--- src/rtl/lif_scheduler_pkg.sv ---
// Shared types and default parameters for the LIF timestep scheduler.
package lif_pkg;

    typedef enum logic [1:0] {
        S_IDLE,
        S_UPDATE,
        S_EMIT,
        S_DONE
    } lif_state_e;

    localparam int DEF_N_NEURONS  = 8;
    localparam int DEF_THRESH_RST = 200;
    localparam int DEF_BETA_SHIFT = 1;

endpackage

--- src/rtl/lif_scheduler_if.sv ---
// Config, control, spike-stream and debug-read signals of the scheduler.
interface lif_scheduler_if #(
    parameter int AW = 3
);
    logic          cur_we;
    logic [AW-1:0] cur_addr;
    logic [7:0]    cur_data;
    logic          thr_we;
    logic [7:0]    thr_data;
    logic          step_start;
    logic          busy;
    logic          step_done;
    logic          spike_valid;
    logic [AW-1:0] spike_id;
    logic          spike_ready;
    logic          cfg_err;
    logic [AW-1:0] rd_addr;
    logic [7:0]    rd_state;

    modport slave (
        input  cur_we, cur_addr, cur_data,
        input  thr_we, thr_data, step_start,
        input  spike_ready, rd_addr,
        output busy, step_done, spike_valid,
        output spike_id, cfg_err, rd_state
    );

    modport master (
        output cur_we, cur_addr, cur_data,
        output thr_we, thr_data, step_start,
        output spike_ready, rd_addr,
        input  busy, step_done, spike_valid,
        input  spike_id, cfg_err, rd_state
    );
endinterface

--- src/rtl/lif_scheduler_update_unit.sv ---
// Leaky integrate-and-fire arithmetic for one neuron; shared across all.
module lif_update_unit
    import lif_pkg::*;
#(
    parameter int BETA_SHIFT = DEF_BETA_SHIFT
) (
    input  logic [7:0] state_i,
    input  logic [7:0] current_i,
    input  logic [7:0] threshold_i,
    output logic [7:0] next_state_o,
    output logic       spike_o
);
    logic [7:0] leak;

    assign spike_o = (state_i >= threshold_i);
    // A firing neuron drops its history; the sum wraps modulo 256.
    assign leak = spike_o ? 8'd0 : (state_i >> BETA_SHIFT);
    assign next_state_o = current_i + leak;
endmodule

--- src/rtl/lif_scheduler.sv ---
// Time-multiplexed LIF neuron array: one update per cycle, then spike drain.
module lif_scheduler
    import lif_pkg::*;
#(
    parameter int N_NEURONS  = DEF_N_NEURONS,
    parameter int THRESH_RST = DEF_THRESH_RST,
    parameter int BETA_SHIFT = DEF_BETA_SHIFT
) (
    input logic      clk,
    input logic      rst,
    lif_scheduler_if.slave bus
);
    localparam int AW = (N_NEURONS > 1) ? $clog2(N_NEURONS) : 1;
    localparam logic [AW-1:0] LAST = AW'(N_NEURONS - 1);

    logic [7:0]           mem_q [N_NEURONS];
    logic [7:0]           cur_q [N_NEURONS];
    logic [7:0]           thr_q;
    logic [N_NEURONS-1:0] pend_q, pend_d;
    lif_state_e           fsm_q, fsm_d;
    logic [AW-1:0]        idx_q, idx_d;
    logic [AW-1:0]        first_id;
    logic [7:0]           nxt;
    logic                 spk;

    lif_update_unit #(
        .BETA_SHIFT(BETA_SHIFT)
    ) u_upd (
        .state_i     (mem_q[idx_q]),
        .current_i   (cur_q[idx_q]),
        .threshold_i (thr_q),
        .next_state_o(nxt),
        .spike_o     (spk)
    );

    // Descending scan so the lowest set bit wins.
    always_comb begin
        first_id = '0;
        for (int i = N_NEURONS - 1; i >= 0; i--) begin
            if (pend_q[i]) first_id = AW'(i);
        end
    end

    always_comb begin
        fsm_d  = fsm_q;
        idx_d  = idx_q;
        pend_d = pend_q;
        unique case (fsm_q)
            S_IDLE: begin
                if (bus.step_start) begin
                    fsm_d = S_UPDATE;
                    idx_d = '0;
                end
            end
            S_UPDATE: begin
                if (spk) pend_d[idx_q] = 1'b1;
                idx_d = idx_q + 1'b1;
                if (idx_q == LAST) begin
                    idx_d = '0;
                    fsm_d = (|pend_d) ? S_EMIT : S_DONE;
                end
            end
            S_EMIT: begin
                if (bus.spike_ready) begin
                    pend_d[first_id] = 1'b0;
                    if (pend_d == '0) fsm_d = S_DONE;
                end
            end
            S_DONE: fsm_d = S_IDLE;
            default: fsm_d = S_IDLE;
        endcase
    end

    always_ff @(posedge clk or posedge rst) begin
        if (rst) begin
            fsm_q  <= S_IDLE;
            idx_q  <= '0;
            pend_q <= '0;
            thr_q  <= 8'(THRESH_RST);
            for (int i = 0; i < N_NEURONS; i++) begin
                mem_q[i] <= '0;
                cur_q[i] <= '0;
            end
        end else begin
            fsm_q  <= fsm_d;
            idx_q  <= idx_d;
            pend_q <= pend_d;
            if (fsm_q == S_IDLE) begin
                if (bus.cur_we) cur_q[bus.cur_addr] <= bus.cur_data;
                if (bus.thr_we) thr_q <= bus.thr_data;
            end
            if (fsm_q == S_UPDATE) mem_q[idx_q] <= nxt;
        end
    end

    assign bus.busy        = (fsm_q != S_IDLE);
    assign bus.step_done   = (fsm_q == S_DONE);
    assign bus.spike_valid = (fsm_q == S_EMIT);
    assign bus.spike_id    = first_id;
    assign bus.cfg_err     = (bus.cur_we | bus.thr_we) & bus.busy;
    assign bus.rd_state    = mem_q[bus.rd_addr];
endmodule

--- src/flat_wrapper.sv ---
// flat-port wrapper written by rule: the top's interface ports become plain ports
module lif_scheduler_flat import lif_pkg::*;
#(
    parameter int N_NEURONS  = DEF_N_NEURONS,
    parameter int THRESH_RST = DEF_THRESH_RST,
    parameter int BETA_SHIFT = DEF_BETA_SHIFT
)
  (clk, rst, bus_cur_we, bus_cur_addr, bus_cur_data, bus_thr_we, bus_thr_data, bus_step_start, bus_spike_ready, bus_rd_addr, bus_busy, bus_step_done, bus_spike_valid, bus_spike_id, bus_cfg_err, bus_rd_state);
  lif_scheduler_if #(.AW(3)) bus_i ();
  input logic clk;
  input logic rst;
  input wire logic [$bits(bus_i.cur_we)-1:0] bus_cur_we;
  input wire logic [$bits(bus_i.cur_addr)-1:0] bus_cur_addr;
  input wire logic [$bits(bus_i.cur_data)-1:0] bus_cur_data;
  input wire logic [$bits(bus_i.thr_we)-1:0] bus_thr_we;
  input wire logic [$bits(bus_i.thr_data)-1:0] bus_thr_data;
  input wire logic [$bits(bus_i.step_start)-1:0] bus_step_start;
  input wire logic [$bits(bus_i.spike_ready)-1:0] bus_spike_ready;
  input wire logic [$bits(bus_i.rd_addr)-1:0] bus_rd_addr;
  output wire logic [$bits(bus_i.busy)-1:0] bus_busy;
  output wire logic [$bits(bus_i.step_done)-1:0] bus_step_done;
  output wire logic [$bits(bus_i.spike_valid)-1:0] bus_spike_valid;
  output wire logic [$bits(bus_i.spike_id)-1:0] bus_spike_id;
  output wire logic [$bits(bus_i.cfg_err)-1:0] bus_cfg_err;
  output wire logic [$bits(bus_i.rd_state)-1:0] bus_rd_state;
  assign bus_i.cur_we = bus_cur_we;
  assign bus_i.cur_addr = bus_cur_addr;
  assign bus_i.cur_data = bus_cur_data;
  assign bus_i.thr_we = bus_thr_we;
  assign bus_i.thr_data = bus_thr_data;
  assign bus_i.step_start = bus_step_start;
  assign bus_i.spike_ready = bus_spike_ready;
  assign bus_i.rd_addr = bus_rd_addr;
  assign bus_busy = bus_i.busy;
  assign bus_step_done = bus_i.step_done;
  assign bus_spike_valid = bus_i.spike_valid;
  assign bus_spike_id = bus_i.spike_id;
  assign bus_cfg_err = bus_i.cfg_err;
  assign bus_rd_state = bus_i.rd_state;
  lif_scheduler #(.N_NEURONS(N_NEURONS), .THRESH_RST(THRESH_RST), .BETA_SHIFT(BETA_SHIFT)) u_core (.clk(clk), .rst(rst), .bus(bus_i));
endmodule
--- config.mk ---
export PLATFORM = sky130hd
export DESIGN_NAME = lif_scheduler_flat
export DESIGN_NICKNAME = d
export VERILOG_FILES = /design/src/rtl/lif_scheduler_pkg.sv /design/src/rtl/lif_scheduler_if.sv /design/src/rtl/lif_scheduler_update_unit.sv /design/src/rtl/lif_scheduler.sv /design/src/flat_wrapper.sv
export SDC_FILE = /design/constraint.sdc
export NUM_CORES = 1
export LEC_CHECK = 0
export CAP_MARGIN = 40
export CORE_AREA = 2 2 131 158
export DETAILED_ROUTE_END_ITERATION = 7
export DIE_AREA = 0 0 133 160
export HOLD_SLACK_MARGIN = 0.02
export RECOVER_POWER = 25
export SKIP_LAST_GASP = 1
export SLEW_MARGIN = 10
export SYNTH_ARGS = -nofsm -noshare
export SYNTH_HDL_FRONTEND = slang
export SYNTH_SLANG_ARGS = --single-unit
--- constraint.sdc ---
create_clock -name clk -period 8.6 [get_ports clk]
set_clock_uncertainty 0.1 [all_clocks]
set_input_delay 1.72 -clock clk [delete_from_list [all_inputs] [get_ports clk]]
set_output_delay 1.72 -clock clk [all_outputs]
set_load 0.02 [all_outputs]
==> results of run 1 <==
worst max-delay path: cells and delay by family:
| family | cells | cell delay, ns |
|---|---|---|
| buffers and inverters | 3 | 1.66 |
| muxes | 2 | 0.80 |
worst min-delay path by stage:
stage	start	to	slack [ns]	cells past startpoint
finish	u_core.cur_q[63]$_DFFE_PP0P_	u_core.cur_q[63]$_DFFE_PP0P_	0.40	1
global route	u_core.cur_q[0]$_DFFE_PP0P_	u_core.cur_q[0]$_DFFE_PP0P_	0.42	1
CTS	u_core.cur_q[63]$_DFFE_PP0P_	u_core.cur_q[63]$_DFFE_PP0P_	0.40	1
detailed placement	u_core.cur_q[63]$_DFFE_PP0P_	u_core.cur_q[63]$_DFFE_PP0P_	0.39	1
global placement	u_core.mem_q[23]$_DFFE_PP0P_	u_core.mem_q[23]$_DFFE_PP0P_	0.38	2
floorplan	u_core.mem_q[0]$_DFFE_PP0P_	u_core.mem_q[0]$_DFFE_PP0P_	0.36	2
Yosys cell counts (all sizes together), types with 3 or more instances:
library cell  count  share of area (%)
dfrtp           146                 45
nand2           101                4.6
mux2             95                 13
o21ai            72                4.4
nor2             37                1.7
mux4             29                8.0
inv              28                1.3
a21oi            22                1.3
buf              21                1.3
ha               21                3.2
nand3            18                1.1
clkbuf           17               0.78
or3              13                1.0
mux2i            11                1.3
a221oi           10                1.1
nand2b           10               0.77
nor2b             8               0.61
nor3              7               0.55
a31oi             6               0.54
nand4             4               0.38
a211oi            3               0.28
a21o              3               0.28
a221o             3               0.38
a22oi             3               0.28
a32o              3               0.37
dfstp             3               0.97
o211ai            3               0.28
o221ai            3               0.32
o22ai             3               0.31
o31ai             3               0.28
xor2              3               0.41
final cells by class:
class | instances | share of cell area, %
multi-input cells | 523 | 43.7
inverters | 28 | 1.12
clock buffers | 18 | 4.51
well taps | 265 | 3.49
flip-flops and latches | 149 | 39.3
clock inverters | 14 | 2.34
repair buffers | 52 | 5.59
metal layers:
layer  global-route usage [%]  wire length, microns  up-vias
li1                         -                     -     2747
met1                     26.1                  8910     3100
met2                     34.4                 10600      159
met3                     3.27                   859       28
met4                     6.89                   407        0
met5                        0                     0        -
where the power goes:
group / switching, mW / leakage (nW) / internal, mW / total [mW]
combinational: 1.03 / 1.90 / 0.758 / 1.79
sequential: 0.212 / 1.91 / 0.999 / 1.21
clock: 0.308 / 0.317 / 0.519 / 0.827
cell families after synthesis:
logic type                 count (synthesis)  synth area share (%)
adders and majority gates                 22                  3.47
and+or+nand+nor                          210                  12.5
buffers and inverters                     66                  3.33
xor gates and xnor gates                   5                 0.629
AOI/OAI and AO/OA                        151                  11.8
muxes                                    135                  22.5
DFF                                      149                  45.7
metrics by stage:
step	setup slack (ns)	utilization, %	cells
after floorplan	2.78	-	738
after global placement	2.33	44.2	1012
after detailed placement	2.57	44.6	1017
after CTS	2.56	47.8	1049
after global routing	2.32	47.8	1049
final	2.60	47.8	1049
registers in the layout, indices dropped and copies added (netlist names):
| signal | flops |
|---|---|
| u_core.cur_q | 64 |
| u_core.mem_q | 64 |
| u_core.pend_q | 8 |
| u_core.thr_q | 8 |
| u_core.idx_q | 3 |
| u_core.fsm_q | 2 |
==> reports/results.ini, run 1 <==
[global_routing]
antenna_found_initial=0
grt_pass1_wl_microns=33400
grt_max_degree=66
track_usage_pct=20.2
grt_pass1_vias=6037
grt_overflow=0

[setup_path]
endpoint_kind=output port
startpoint=bus_rd_addr[0]
cp-start-kind=input pin
crit_fanout=9
slowest_delay_ns=0.88
reg2reg_slack_ns=3.27
crit_chain=clkdlybuf4s50_1 > buf_8 > mux4_2 > mux2_2 > clkdlybuf4s50_1
crit_path_frequent_cell=clkdlybuf4s50_1
rr_startpoint=u_core.idx_q[2]$_DFFE_PP0P_
critPathSlowestCell=clkdlybuf4s50_1
timing.setup.critical_path_class=in -> out
worstRegToRegCells=17
required_ns=6.78
crit_end=bus_rd_state[2]
r2r_end=u_core.mem_q[23]$_DFFE_PP0P_
arrival_ns=4.19

[power_and_ir_drop]
peakVddDrop_mv=0.213
power.leakage_nw=4.13
power-per-cell-area_mw_per_mm2=402
p_total_mw=3.82

[clock_network]
cts_buffers=17
numClockSinks=149
clock_path_buffers=2
cts.htree.levels=4
clock_latency_ns=0.43
ctsHoldBuffers=0
cts_resized=0
cts_setup_buffers=0
root_buffer=clkbuf_16
cts_tree=yes
clk_pin_slew_ns=0.06

[routing]
drtIter0Drc=515
drc_errors=0
totalWireLength_microns=20800
post_drt_wl_per_cell_microns=19.8
viasPerCell=5.75
drt_first_pass_iters=5
ant_nets=0
vias=6034

[die]
initial_core_util_pct=41.0
coreArea_sq_mm=0.0199
die_w_microns=133
dieArea_sq_mm=0.0213
row_count=57
io_pins=43
die_h_microns=160

[logic_synthesis]
avgSynthCellArea_sq_um=11.1
async_flop_share_pct=100
synth_area_sq_mm=0.00816
synth_edf_count=0
seq_area_frac_synth_pct=45.7
synthCells=738
synth_flop_cell=dfrtp_1
ys_ff_latch=149
synth_warnings=0
synth_cell_types=65
syn-num-nets=788

[place]
dp_hpwl_microns=14600
placed_cell_area_sq_mm=0.00887
port_buffers=42
gp_congestion=0.830

[sta]
finalSetupTns_ns=0
hold_viol=0
slew_viol_final=101
fin_crit_sh_pct=69.8
maxSlewHeadroom_pct=-87.4
setup_viol=0
whs_ns=0.401
timing.fmax_ghz=0.167
rsz0062_at_grt=no
period_minus_slack_ns=6.00
worst_pin_slew_ns=2.80

[final_layout]
layout_common_cells=dfrtp_1, nand2_1, mux2_2
finalNetCount=821
final_common_cell=dfrtp_1
syn_to_final_growth_pct=16.6
final_area_sq_mm=0.00951
antennaDiodeCount=0
multi_input_area_sq_mm=0.00416
n_fill_cell=1759
seq_area_sq_mm=0.00373
drive_gt1_share_pct=23.7

[job]
maxCapViolCount=2

[outcome]
outcome=finished, violations left
violations=max-capacitance violations, max-slew violations

[worst_hold_path]
worstHoldPathType=reg -> reg

(Power assumes the default switching activity.)
==> run 2: changes to the inputs <==
- clock period: 8.6 -> 5.65 ns (I/O delays scaled with it)
==> reports/results.ini, run 2 (synthesis gave the netlist of run 1 again) <==
[outcome]
outcome=finished, violations left
violations=max-capacitance violations, max-slew violations

[global_routing]
grt_overflow=0  ; unchanged
antenna_found_initial=0  ; unchanged
grt_pass1_vias=6321  ; +4.7%
grt_max_degree=85  ; +29%
grt_pass1_wl_microns=35100  ; +5.3%
track_usage_pct=21.3  ; +1.2 points

[final_layout]
final_common_cell=dfrtp_1
utilization_pct=47.4  ; -0.36 points
finalNetCount=827  ; +0.73%
drive_gt1_share_pct=24.4  ; +0.71 points
layout_common_cells=dfrtp_1, nand2_1, mux2_2
syn_to_final_growth_pct=15.7
antennaDiodeCount=0  ; unchanged
reg_top3=u_core.cur_q: 64 flops, u_core.mem_q: 64 flops
final_area_sq_mm=0.00944  ; -0.76%

[routing]
drc_errors=0  ; unchanged
drt_first_pass_iters=5  ; unchanged
totalWireLength_microns=21700  ; +4.5%
ant_nets=0  ; unchanged
post_drt_wl_per_cell_microns=20.6  ; +3.9%
drtIter0Drc=594  ; +15%
vias=6147  ; +1.9%
viasPerCell=5.83  ; +1.3%

[sta]
maxSlewHeadroom_pct=-41.8  ; +46 points
rsz0062_at_grt=no
fin_crit_sh_pct=87.4
setup_viol=0  ; unchanged
period_minus_slack_ns=4.94
timing.fmax_ghz=0.202
slew_viol_final=120  ; +19%
finalSetupTns_ns=0  ; unchanged
hold_viol=0  ; unchanged
worst_pin_slew_ns=2.13  ; -0.668 ns

[setup_path]
arrival_ns=5.15  ; +0.96 ns
worstRegToRegCells=19  ; +2
cp-start-kind=register
required_ns=5.86  ; -0.92 ns
rr_startpoint=u_core.idx_q[0]$_DFFE_PP0P_
crit_fanout=28  ; +19
timing.setup.critical_path_class=reg -> reg
reg2reg_slack_ns=0.71  ; -2.56 ns
r2r_end=u_core.mem_q[54]$_DFFE_PP0P_
endpoint_kind=register

[die]
io_pins=43  ; unchanged
initial_core_util_pct=41.0  ; unchanged
coreArea_sq_mm=0.0199  ; unchanged
row_count=57  ; unchanged
die_w_microns=133  ; unchanged
die_h_microns=160  ; unchanged
dieArea_sq_mm=0.0213  ; unchanged

[clock_network]
clk_pin_slew_ns=0.07  ; about the same
cts_tree=yes
root_buffer=clkbuf_16
cts_buffers=17  ; unchanged
numClockSinks=149  ; unchanged
clock_path_buffers=2  ; unchanged
ctsHoldBuffers=0  ; unchanged
cts_setup_buffers=0  ; unchanged
cts_resized=0  ; unchanged
clock_latency_ns=0.43  ; about the same
cts.htree.levels=4  ; unchanged

[power_and_ir_drop]
p_total_mw=5.68  ; +49%
power.leakage_nw=4.10  ; -0.63%
power-per-cell-area_mw_per_mm2=602  ; +50%
peakVddDrop_mv=0.281  ; +32%

[worst_hold_path]
holdCritStartpoint=u_core.cur_q[29]$_DFFE_PP0P_
hold_depth=1  ; unchanged
min_to=u_core.cur_q[29]$_DFFE_PP0P_
worstHoldPathType=reg -> reg

[job]
maxCapViolCount=2  ; unchanged

[place]
port_buffers=42  ; unchanged
dp_hpwl_microns=14900  ; +2.5%
placed_cell_area_sq_mm=0.00889  ; +0.28%
gp_congestion=0.911  ; +9.7%

==> run 2: cell count changes in the layout (fill, tap and decap cells not counted), sizes merged <==
cell           delta
clkinvlp          +2
buf               +6
bufinv            -4
clkdlybuf4s50     +2
dlygate4sd3       -2
inv               +2
==> run 2: worst max-delay path: stages (launching register included) <==
cell      delay (ns)
dfrtp_2         0.85
mux2_2          0.42
a221oi_1        0.24
a21oi_1         0.08
a221o_1         0.31
ha_1            0.29
a21o_1          0.16
a211oi_1        0.23
o31ai_1         0.10
buf_4           0.19
nor2b_1         0.15
ha_1            0.19
inv_1           0.06
fa_1            0.40
nor2b_1         0.13
o21ai_0         0.08
nand2b_1        0.14
a21o_1          0.29
nor3_1          0.09
a211o_1         0.31
==> run 2: per-stage QoR <==
stage          cells  hold WS, ns  worst slack, ns
6_report        1055        0.402            0.711
4_1_cts         1055        0.404            0.748
3_5_place_dp    1023        0.389            0.784
5_1_grt         1055        0.406            0.487
2_1_floorplan    738        0.357            0.417
3_3_place_gp    1019        0.381            0.915
==> run 2: worst max path at each step <==
stage | from | endpoint | slack [ns] | cells past startpoint
2_1_floorplan | rst | u_core.cur_q[0]$_DFFE_PP0P_ | 0.42 | 1
3_3_place_gp | u_core.idx_q[0]$_DFFE_PP0P_ | u_core.mem_q[54]$_DFFE_PP0P_ | 0.91 | 19
3_5_place_dp | u_core.idx_q[0]$_DFFE_PP0P_ | u_core.mem_q[54]$_DFFE_PP0P_ | 0.78 | 19
4_1_cts | u_core.idx_q[0]$_DFFE_PP0P_ | u_core.mem_q[54]$_DFFE_PP0P_ | 0.75 | 19
5_1_grt | u_core.idx_q[0]$_DFFE_PP0P_ | u_core.mem_q[54]$_DFFE_PP0P_ | 0.49 | 20
6_report | u_core.idx_q[0]$_DFFE_PP0P_ | u_core.mem_q[54]$_DFFE_PP0P_ | 0.71 | 19
==> run 2: cell type report <==
| cell class | instances | area, sq um |
|---|---|---|
| multi-input cells | 523 | 4160 |
| clock buffers | 18 | 429 |
| inverters | 28 | 106 |
| clock inverters | 14 | 144 |
| well taps | 265 | 332 |
| repair buffers | 58 | 538 |
| flip-flops and latches | 149 | 3730 |
| fillers | 1754 | 10500 |
==> run 2: report_power, final <==
part / leakage [nW] / internal, mW / switching, mW
Combinational: 1.91 / 1.16 / 1.53
Clock: 0.273 / 0.619 / 0.493
Sequential: 1.91 / 1.52 / 0.357
==> run 2: layer usage <==
metal	track usage, %	part of all wire (%)	vias up
met5	0	0	-
met4	7.38	2.1	0
met3	4.38	5.0	37
met2	36.6	51	196
met1	26.8	42	3147
li1	-	-	2767
